`config.mk`:
```
export PLATFORM = sky130hd
export DESIGN_NAME = uart_rx_ctrl
export DESIGN_NICKNAME = d
export VERILOG_FILES = /design/src/rtl/uart_pkg.sv /design/src/rtl/uart_rx_fifo.sv /design/src/rtl/uart_rx_ctrl.sv
export SDC_FILE = /design/constraint.sdc
export NUM_CORES = 1
export LEC_CHECK = 0
export CORE_MARGIN = 3
export CORE_UTILIZATION = 50
export DETAILED_ROUTE_END_ITERATION = 16
export PLACE_DENSITY_LB_ADDON = 0.15
export SKIP_LAST_GASP = 1
export SYNTH_ARGS = -nofsm -noshare
export SYNTH_HDL_FRONTEND = slang
export SYNTH_HIERARCHICAL = 1
export SYNTH_SLANG_ARGS = --single-unit
```
`constraint.sdc`:
```
create_clock -name clk_i -period 4.1 [get_ports clk_i]
set_input_delay 0.82 -clock clk_i [delete_from_list [all_inputs] [get_ports clk_i]]
set_output_delay 0.82 -clock clk_i [all_outputs]
set_load 0.03 [all_outputs]
```
`src/rtl/uart_pkg.sv`:
```
// uart_pkg: shared definitions for the UART receive controller.
//   rx_state_e    - controller state encoding (IDLE / START / RUN)
//   STRB_W        - width of the per-frame strobe counter (max 1+15+1+3 = 20)
//   MIN_DIV       - smallest divisor the controller will run with
//   frame_strobes - total strobes in a frame for a given configuration
package uart_pkg;

  localparam int MIN_DIV = 4;
  localparam int STRB_W  = 5;

  typedef enum logic [1:0] {
    ST_IDLE  = 2'd0,
    ST_START = 2'd1,
    ST_RUN   = 2'd2
  } rx_state_e;

  // start strobe + data bits + optional parity + stop bits
  function automatic logic [STRB_W-1:0] frame_strobes(
    input logic [3:0] data_size,
    input logic       parity_size,
    input logic [1:0] stop_size
  );
    return STRB_W'(1) + STRB_W'(data_size) + STRB_W'(parity_size) + STRB_W'(stop_size);
  endfunction

endpackage

```
`src/rtl/uart_rx_fifo.sv`:
```
// uart_rx_fifo: show-ahead receive FIFO with sticky overrun flag.
//   clk_i, rst_i       - clock, synchronous active-high reset
//   push_i, push_data_i- write request and 10-bit entry {err, data[8:0]}
//   pop_req_i          - reader ready; pops only when the FIFO is non-empty
//   clr_overrun_i      - clears overrun_o (a same-cycle overrun wins)
//   rd_valid_o         - head entry valid (registered state, no path from pop_req_i)
//   rd_data_o          - head entry
//   overrun_o          - sticky: a push was dropped because the FIFO was full
//   level_o            - occupancy, 0..DEPTH
module uart_rx_fifo #(
  parameter int DEPTH = 8
) (
  input  logic                     clk_i,
  input  logic                     rst_i,
  input  logic                     push_i,
  input  logic [9:0]               push_data_i,
  input  logic                     pop_req_i,
  input  logic                     clr_overrun_i,
  output logic                     rd_valid_o,
  output logic [9:0]               rd_data_o,
  output logic                     overrun_o,
  output logic [$clog2(DEPTH):0]   level_o
);

  localparam int AW = $clog2(DEPTH);

  logic [9:0]    r_mem [DEPTH];
  logic [AW-1:0] r_wr_ptr;
  logic [AW-1:0] r_rd_ptr;
  logic [AW:0]   r_level;
  logic          r_overrun;

  logic w_full;
  logic w_empty;
  logic w_pop;
  logic w_wr;
  logic w_ovf;

  assign w_full  = (r_level == (AW+1)'(DEPTH));
  assign w_empty = (r_level == '0);
  assign w_pop   = pop_req_i & ~w_empty;
  // A pop in the same cycle frees the slot, so a full FIFO can still accept.
  assign w_wr    = push_i & (~w_full | w_pop);
  assign w_ovf   = push_i & w_full & ~w_pop;

  always_ff @(posedge clk_i) begin
    if (w_wr) begin
      r_mem[r_wr_ptr] <= push_data_i;
    end
  end

  // Pointers wrap naturally because DEPTH is a power of two.
  always_ff @(posedge clk_i) begin
    if (rst_i) begin
      r_wr_ptr  <= '0;
      r_rd_ptr  <= '0;
      r_level   <= '0;
      r_overrun <= 1'b0;
    end else begin
      if (w_wr)  r_wr_ptr <= r_wr_ptr + AW'(1);
      if (w_pop) r_rd_ptr <= r_rd_ptr + AW'(1);
      case ({w_wr, w_pop})
        2'b10:   r_level <= r_level + (AW+1)'(1);
        2'b01:   r_level <= r_level - (AW+1)'(1);
        default: r_level <= r_level;
      endcase
      if (w_ovf) begin
        r_overrun <= 1'b1;
      end else if (clr_overrun_i) begin
        r_overrun <= 1'b0;
      end
    end
  end

  assign rd_valid_o = ~w_empty;
  assign rd_data_o  = r_mem[r_rd_ptr];
  assign overrun_o  = r_overrun;
  assign level_o    = r_level;

endmodule

```
`src/rtl/uart_rx_ctrl.sv`:
```
// uart_rx_ctrl: UART receive controller. Synchronises the serial line, finds
// the start bit, times mid-bit sample strobes for an external rx datapath,
// and buffers the datapath's finished words in a FIFO.
//   clk_i, rst_i                 - clock, synchronous active-high reset
//   rx_i                         - asynchronous serial line (idle high)
//   baud_div_i                   - clock cycles per bit (values below 4 act as 4)
//   data/parity/stop config in   - frame configuration, latched at frame start
//   rx_en_o, rx_o                - sample strobe and synchronised line level
//   data/parity/stop config out  - latched configuration for the datapath
//   data_i, rx_rdy_i, rx_err_i   - datapath word, done level, error flag
//   rd_valid_o/rd_data_o/rd_err_o/rd_ready_i - FIFO read handshake
//   overrun_o, clr_overrun_i     - sticky drop flag and its clear
//   level_o                      - FIFO occupancy
module uart_rx_ctrl
  import uart_pkg::*;
#(
  parameter int FIFO_DEPTH = 8,
  parameter int DIV_W      = 16
) (
  input  logic                          clk_i,
  input  logic                          rst_i,
  input  logic                          rx_i,
  input  logic [DIV_W-1:0]              baud_div_i,
  input  logic [3:0]                    data_size_i,
  input  logic                          parity_size_i,
  input  logic                          parity_type_i,
  input  logic [1:0]                    stop_size_i,
  output logic                          rx_en_o,
  output logic                          rx_o,
  output logic [3:0]                    data_size_o,
  output logic                          parity_size_o,
  output logic                          parity_type_o,
  output logic [1:0]                    stop_size_o,
  input  logic [8:0]                    data_i,
  input  logic                          rx_rdy_i,
  input  logic                          rx_err_i,
  output logic                          rd_valid_o,
  output logic [8:0]                    rd_data_o,
  output logic                          rd_err_o,
  input  logic                          rd_ready_i,
  output logic                          overrun_o,
  input  logic                          clr_overrun_i,
  output logic [$clog2(FIFO_DEPTH):0]   level_o
);

  logic              r_sync1;
  logic              r_sync2;
  rx_state_e         r_state;
  rx_state_e         w_state_next;
  logic [DIV_W-1:0]  r_div;
  logic [DIV_W-1:0]  r_cnt;
  logic [DIV_W-1:0]  w_cnt_next;
  logic [STRB_W-1:0] r_strb;
  logic [STRB_W-1:0] w_strb_next;
  logic              r_rx_en;
  logic              w_rx_en_next;
  logic [3:0]        r_data_size;
  logic              r_parity_size;
  logic              r_parity_type;
  logic [1:0]        r_stop_size;
  logic              r_rdy_d;

  logic [DIV_W-1:0]  w_div_eff;
  logic [DIV_W-1:0]  w_half_m1;
  logic [DIV_W-1:0]  w_div_m1;
  logic [STRB_W-1:0] w_total;
  logic              w_start;
  logic              w_push;
  logic [9:0]        w_rd_word;

  assign w_div_eff = (baud_div_i < DIV_W'(MIN_DIV)) ? DIV_W'(MIN_DIV) : baud_div_i;
  assign w_half_m1 = (r_div >> 1) - DIV_W'(1);
  assign w_div_m1  = r_div - DIV_W'(1);
  assign w_total   = frame_strobes(r_data_size, r_parity_size, r_stop_size);
  assign w_start   = (r_state == ST_IDLE) & ~r_sync2;
  assign w_push    = rx_rdy_i & ~r_rdy_d;

  always_ff @(posedge clk_i) begin
    if (rst_i) begin
      r_sync1       <= 1'b1;
      r_sync2       <= 1'b1;
      r_state       <= ST_IDLE;
      r_cnt         <= '0;
      r_strb        <= '0;
      r_rx_en       <= 1'b0;
      r_div         <= DIV_W'(MIN_DIV);
      r_data_size   <= '0;
      r_parity_size <= 1'b0;
      r_parity_type <= 1'b0;
      r_stop_size   <= '0;
      r_rdy_d       <= 1'b0;
    end else begin
      r_sync1 <= rx_i;
      r_sync2 <= r_sync1;
      r_state <= w_state_next;
      r_cnt   <= w_cnt_next;
      r_strb  <= w_strb_next;
      r_rx_en <= w_rx_en_next;
      r_rdy_d <= rx_rdy_i;
      if (w_start) begin
        r_div         <= w_div_eff;
        r_data_size   <= data_size_i;
        r_parity_size <= parity_size_i;
        r_parity_type <= parity_type_i;
        r_stop_size   <= stop_size_i;
      end
    end
  end

  // The strobe is registered: it is decided on the terminal-count cycle and
  // is visible to the datapath during the following cycle.
  always_comb begin
    w_state_next = r_state;
    w_cnt_next   = r_cnt;
    w_strb_next  = r_strb;
    w_rx_en_next = 1'b0;
    case (r_state)
      ST_IDLE: begin
        if (~r_sync2) begin
          w_state_next = ST_START;
          w_cnt_next   = '0;
          w_strb_next  = '0;
        end
      end
      ST_START: begin
        if (r_cnt == w_half_m1) begin
          w_cnt_next = '0;
          // Line back high at the middle of the start bit: treat as a glitch.
          if (r_sync2) begin
            w_state_next = ST_IDLE;
          end else begin
            w_state_next = ST_RUN;
            w_rx_en_next = 1'b1;
            w_strb_next  = STRB_W'(1);
          end
        end else begin
          w_cnt_next = r_cnt + DIV_W'(1);
        end
      end
      ST_RUN: begin
        if (r_strb == w_total) begin
          w_state_next = ST_IDLE;
        end else if (r_cnt == w_div_m1) begin
          w_cnt_next   = '0;
          w_rx_en_next = 1'b1;
          w_strb_next  = r_strb + STRB_W'(1);
        end else begin
          w_cnt_next = r_cnt + DIV_W'(1);
        end
      end
      default: w_state_next = ST_IDLE;
    endcase
  end

  uart_rx_fifo #(
    .DEPTH(FIFO_DEPTH)
  ) u_fifo (
    .clk_i         (clk_i),
    .rst_i         (rst_i),
    .push_i        (w_push),
    .push_data_i   ({rx_err_i, data_i}),
    .pop_req_i     (rd_ready_i),
    .clr_overrun_i (clr_overrun_i),
    .rd_valid_o    (rd_valid_o),
    .rd_data_o     (w_rd_word),
    .overrun_o     (overrun_o),
    .level_o       (level_o)
  );

  assign rx_en_o       = r_rx_en;
  assign rx_o          = r_sync2;
  assign data_size_o   = r_data_size;
  assign parity_size_o = r_parity_size;
  assign parity_type_o = r_parity_type;
  assign stop_size_o   = r_stop_size;
  assign rd_err_o      = w_rd_word[9];
  assign rd_data_o     = w_rd_word[8:0];

endmodule

```
==> run summary <==
total die area = 15850 sq um
Area Overhead vs Synth = 19.30%
Die W = 125.9 um
Synth Warn # = 6
routed len/inst = 17.71 um
cell count after synthesis = 646
largest net degree at the start of global routing = 56
simple-gate share of the synthesized area = 15.35%
RSZ-0062 raised after global routing = false
TNS Setup = 0 ns
post-synthesis sequential area ratio = 51.51%
mux cell area share after synthesis = 8.110%
Die Ht = 125.9 um
final wirelength = 15850 um
Post-Syn Area = 7189 sq um
min Tclk post-route = 3.488 ns
Worst-Margin Slew = 0.9659 ns
syn avg cell area = 11.13 sq um
Async S/R FF share, synth = 0%
FF+latch count, synth = 145
CTS Buf Count = 17
total power = 4.052 mW
Max-slew headroom = 35.61%
final core utilization = 61.31%
grt total ovfl = 0
critical path arrival = 3.80 ns
Final setup viols = 0
CTS Root Cell = clkbuf_16
Worst VDD drop = 0.3198 mV
Detail Route Antenna Nets = 0
number of I/O port buffers = 65
crit path kind = register to register
Via density = 5.775
via count = 5169
I/O pins = 66
initial antenna violation count = 0
total track usage = 20.64%
worst-path maximum fanout = 13
synthesized-area fraction occupied by adder cells = 3.063%
hold slack = 0.4144 ns
final slew viol count = 0
period utilization = 85.07%
DRC = 0
DRT Pass-1 Iters = 4
largest family of logic cells by synthesized area = simple AND/OR/NAND/NOR gates
status = finished, final reports clean
CTS tree = done
Max Cap Viol = 0
crit path launch type = register
diode count = 0
Power per Cell Area = 472.5 nW/um^2
Hold Path Class = register to register
Post-CTS Setup Inserts = 0
EDFF count, synth = 80
post-synthesis xor/xnor area fraction = 7.066%
Hold Fails Final Rpt = 0
top cells by area, synth = edfxtp_1, dfxtp_1, mux4_2
clk buf depth = 2
Leakage = 2.987 nW
CP Data Required Time = 4.41 ns
Worst Setup End Kind = register
first-pass GRT wire length = 25980 um
initial drt markers = 358
Clk Latency, worst-skew pair = 0.42 ns
HPWL after detailed placement = 10720 um
vias in the first global route = 5106
number of distinct library cells after synthesis = 72
hold_buf cts = 0
Final nets = 759
Synth Area in Compound Gates = 10.91%
core box area = 13990 sq um
Clock transition at path regs = 0.06 ns
area leader, netlist = edfxtp_1
Core Rows = 43
H-tree depth = 4
global placer's final weighted congestion = 0.8816
CTS resizes = 0
Initial Utilization = 51.40%
main flop type after synthesis = edfxtp_1
Fmax = 286.7 MHz
layout cells sized above 1 = 13.71%
top-area cell type share of the netlist area = 33.41%
syn_nets = 703
Layout Skew = 0.01008 ns
CTS sink count = 145
==> final cells by class <==
| class | instances | area (sq um) |
|---|---|---|
| inverters | 22 | 82.58 |
| clock buffers | 21 | 440.4 |
| clock inverters | 11 | 153.9 |
| repair buffers | 81 | 765.7 |
| flip-flops and latches | 145 | 3704 |
| fillers | 1139 | 5411 |
| multi-input cells | 435 | 3206 |
| well taps | 180 | 225.2 |
==> placed cells by master (no fill, tap or decap), types with 20 or more instances in the layout <==
| cell | Yosys | final |
|---|---|---|
| edfxtp_1 | 80 | 80 |
| xor2_1 | 28 | 28 |
| mux4_2 | 20 | 20 |
| xnor2_1 | 30 | 30 |
| inv_1 | 22 | 22 |
| clkdlybuf4s50_1 | 0 | 64 |
| nand2_1 | 73 | 73 |
| nor2_1 | 38 | 38 |
| dfxtp_1 | 65 | 65 |
| a21oi_1 | 39 | 39 |
==> worst max-delay path: stages (launching register included) <==
cell and delay, ns:
dfxtp_1 0.38, inv_1 0.08, ha_1 0.28, or4b_1 0.66, a2111o_1 0.35, a21boi_0 0.19
o2111ai_1 0.19, o31ai_1 0.38, a21boi_1 0.19, buf_4 0.24, a31o_2 0.25, a22o_1 0.17
==> per-layer routing <==
metal / share of wire [%] / wire (um) / global-route usage [%] / vias up
met3: 4.7 / 748 / 5.089 / 15
li1: - / - / - / 2474
met4: 0.97 / 154 / 6.309 / 0
met2: 47 / 7397 / 31.80 / 134
met1: 48 / 7548 / 29.13 / 2546
met5: 0 / 0 / 0 / -
==> cells by family (layout without fill, tap and decap cells) <==
logic type	after synthesis	in the layout
compound gates	111	111
xor+xnor	58	58
fa+ha+maj	17	17
buf+inv	66	135
flops	145	145
mux	32	32
simple gates	217	217
==> sequential cells by signal (all words and copies together) (netlist names), 2 cells and up, named ones only <==
name             count
r_state              2
r_strb               5
u_fifo/r_wr_ptr      3
u_fifo/r_mem        80
r_cnt               16
data_size_o          4
u_fifo/r_rd_ptr      3
r_div               16
stop_size_o          2
u_fifo/level_o       4
==> worst paths after layout <==
kind | slack, ns | cells after the start | end | start
max | 0.61 | 11 | r_cnt[5] | r_div[2]
min | 0.41 | 1 | rx_o | r_sync1
max reg2reg | 0.61 | 11 | r_cnt[5] | r_div[2]
min reg2reg | 0.41 | 1 | rx_o | r_sync1
==> per-stage QoR <==
stage | instance area [sq um] | setup slack [ns] | cells
after floorplan | 7189 | 0.9099 | 646
final | 8577 | 0.6119 | 895
after global routing | 8577 | 0.3166 | 895
after CTS | 8577 | 0.6470 | 895
after global placement | 7983 | 0.7806 | 863
after detailed placement | 7983 | 0.6606 | 863
==> report_power, final <==
| part | switching [mW] | internal (mW) | total [mW] | leakage (nW) |
|---|---|---|---|---|
| Sequential | 0.0626 | 1.59 | 1.65 | 1.25 |
| Combinational | 0.440 | 0.406 | 0.846 | 1.45 |
| Clock | 0.595 | 0.963 | 1.56 | 0.283 |
==> cells in the mapped netlist (9+ instances only) <==
| cell | instances |
|---|---|
| a21oi_1 | 39 |
| xnor2_1 | 30 |
| nand2_1 | 73 |
| edfxtp_1 | 80 |
| clkbuf_1 | 30 |
| xor2_1 | 28 |
| ha_1 | 16 |
| a22o_1 | 12 |
| inv_1 | 22 |
| nor2_1 | 38 |
| mux4_2 | 20 |
| nor4_1 | 13 |
| nand2b_1 | 11 |
| mux2_2 | 10 |
| nor3_1 | 15 |
| dfxtp_1 | 65 |
| o21ai_0 | 9 |
| nand3_1 | 18 |
Power figures use the tool's default switching activity.
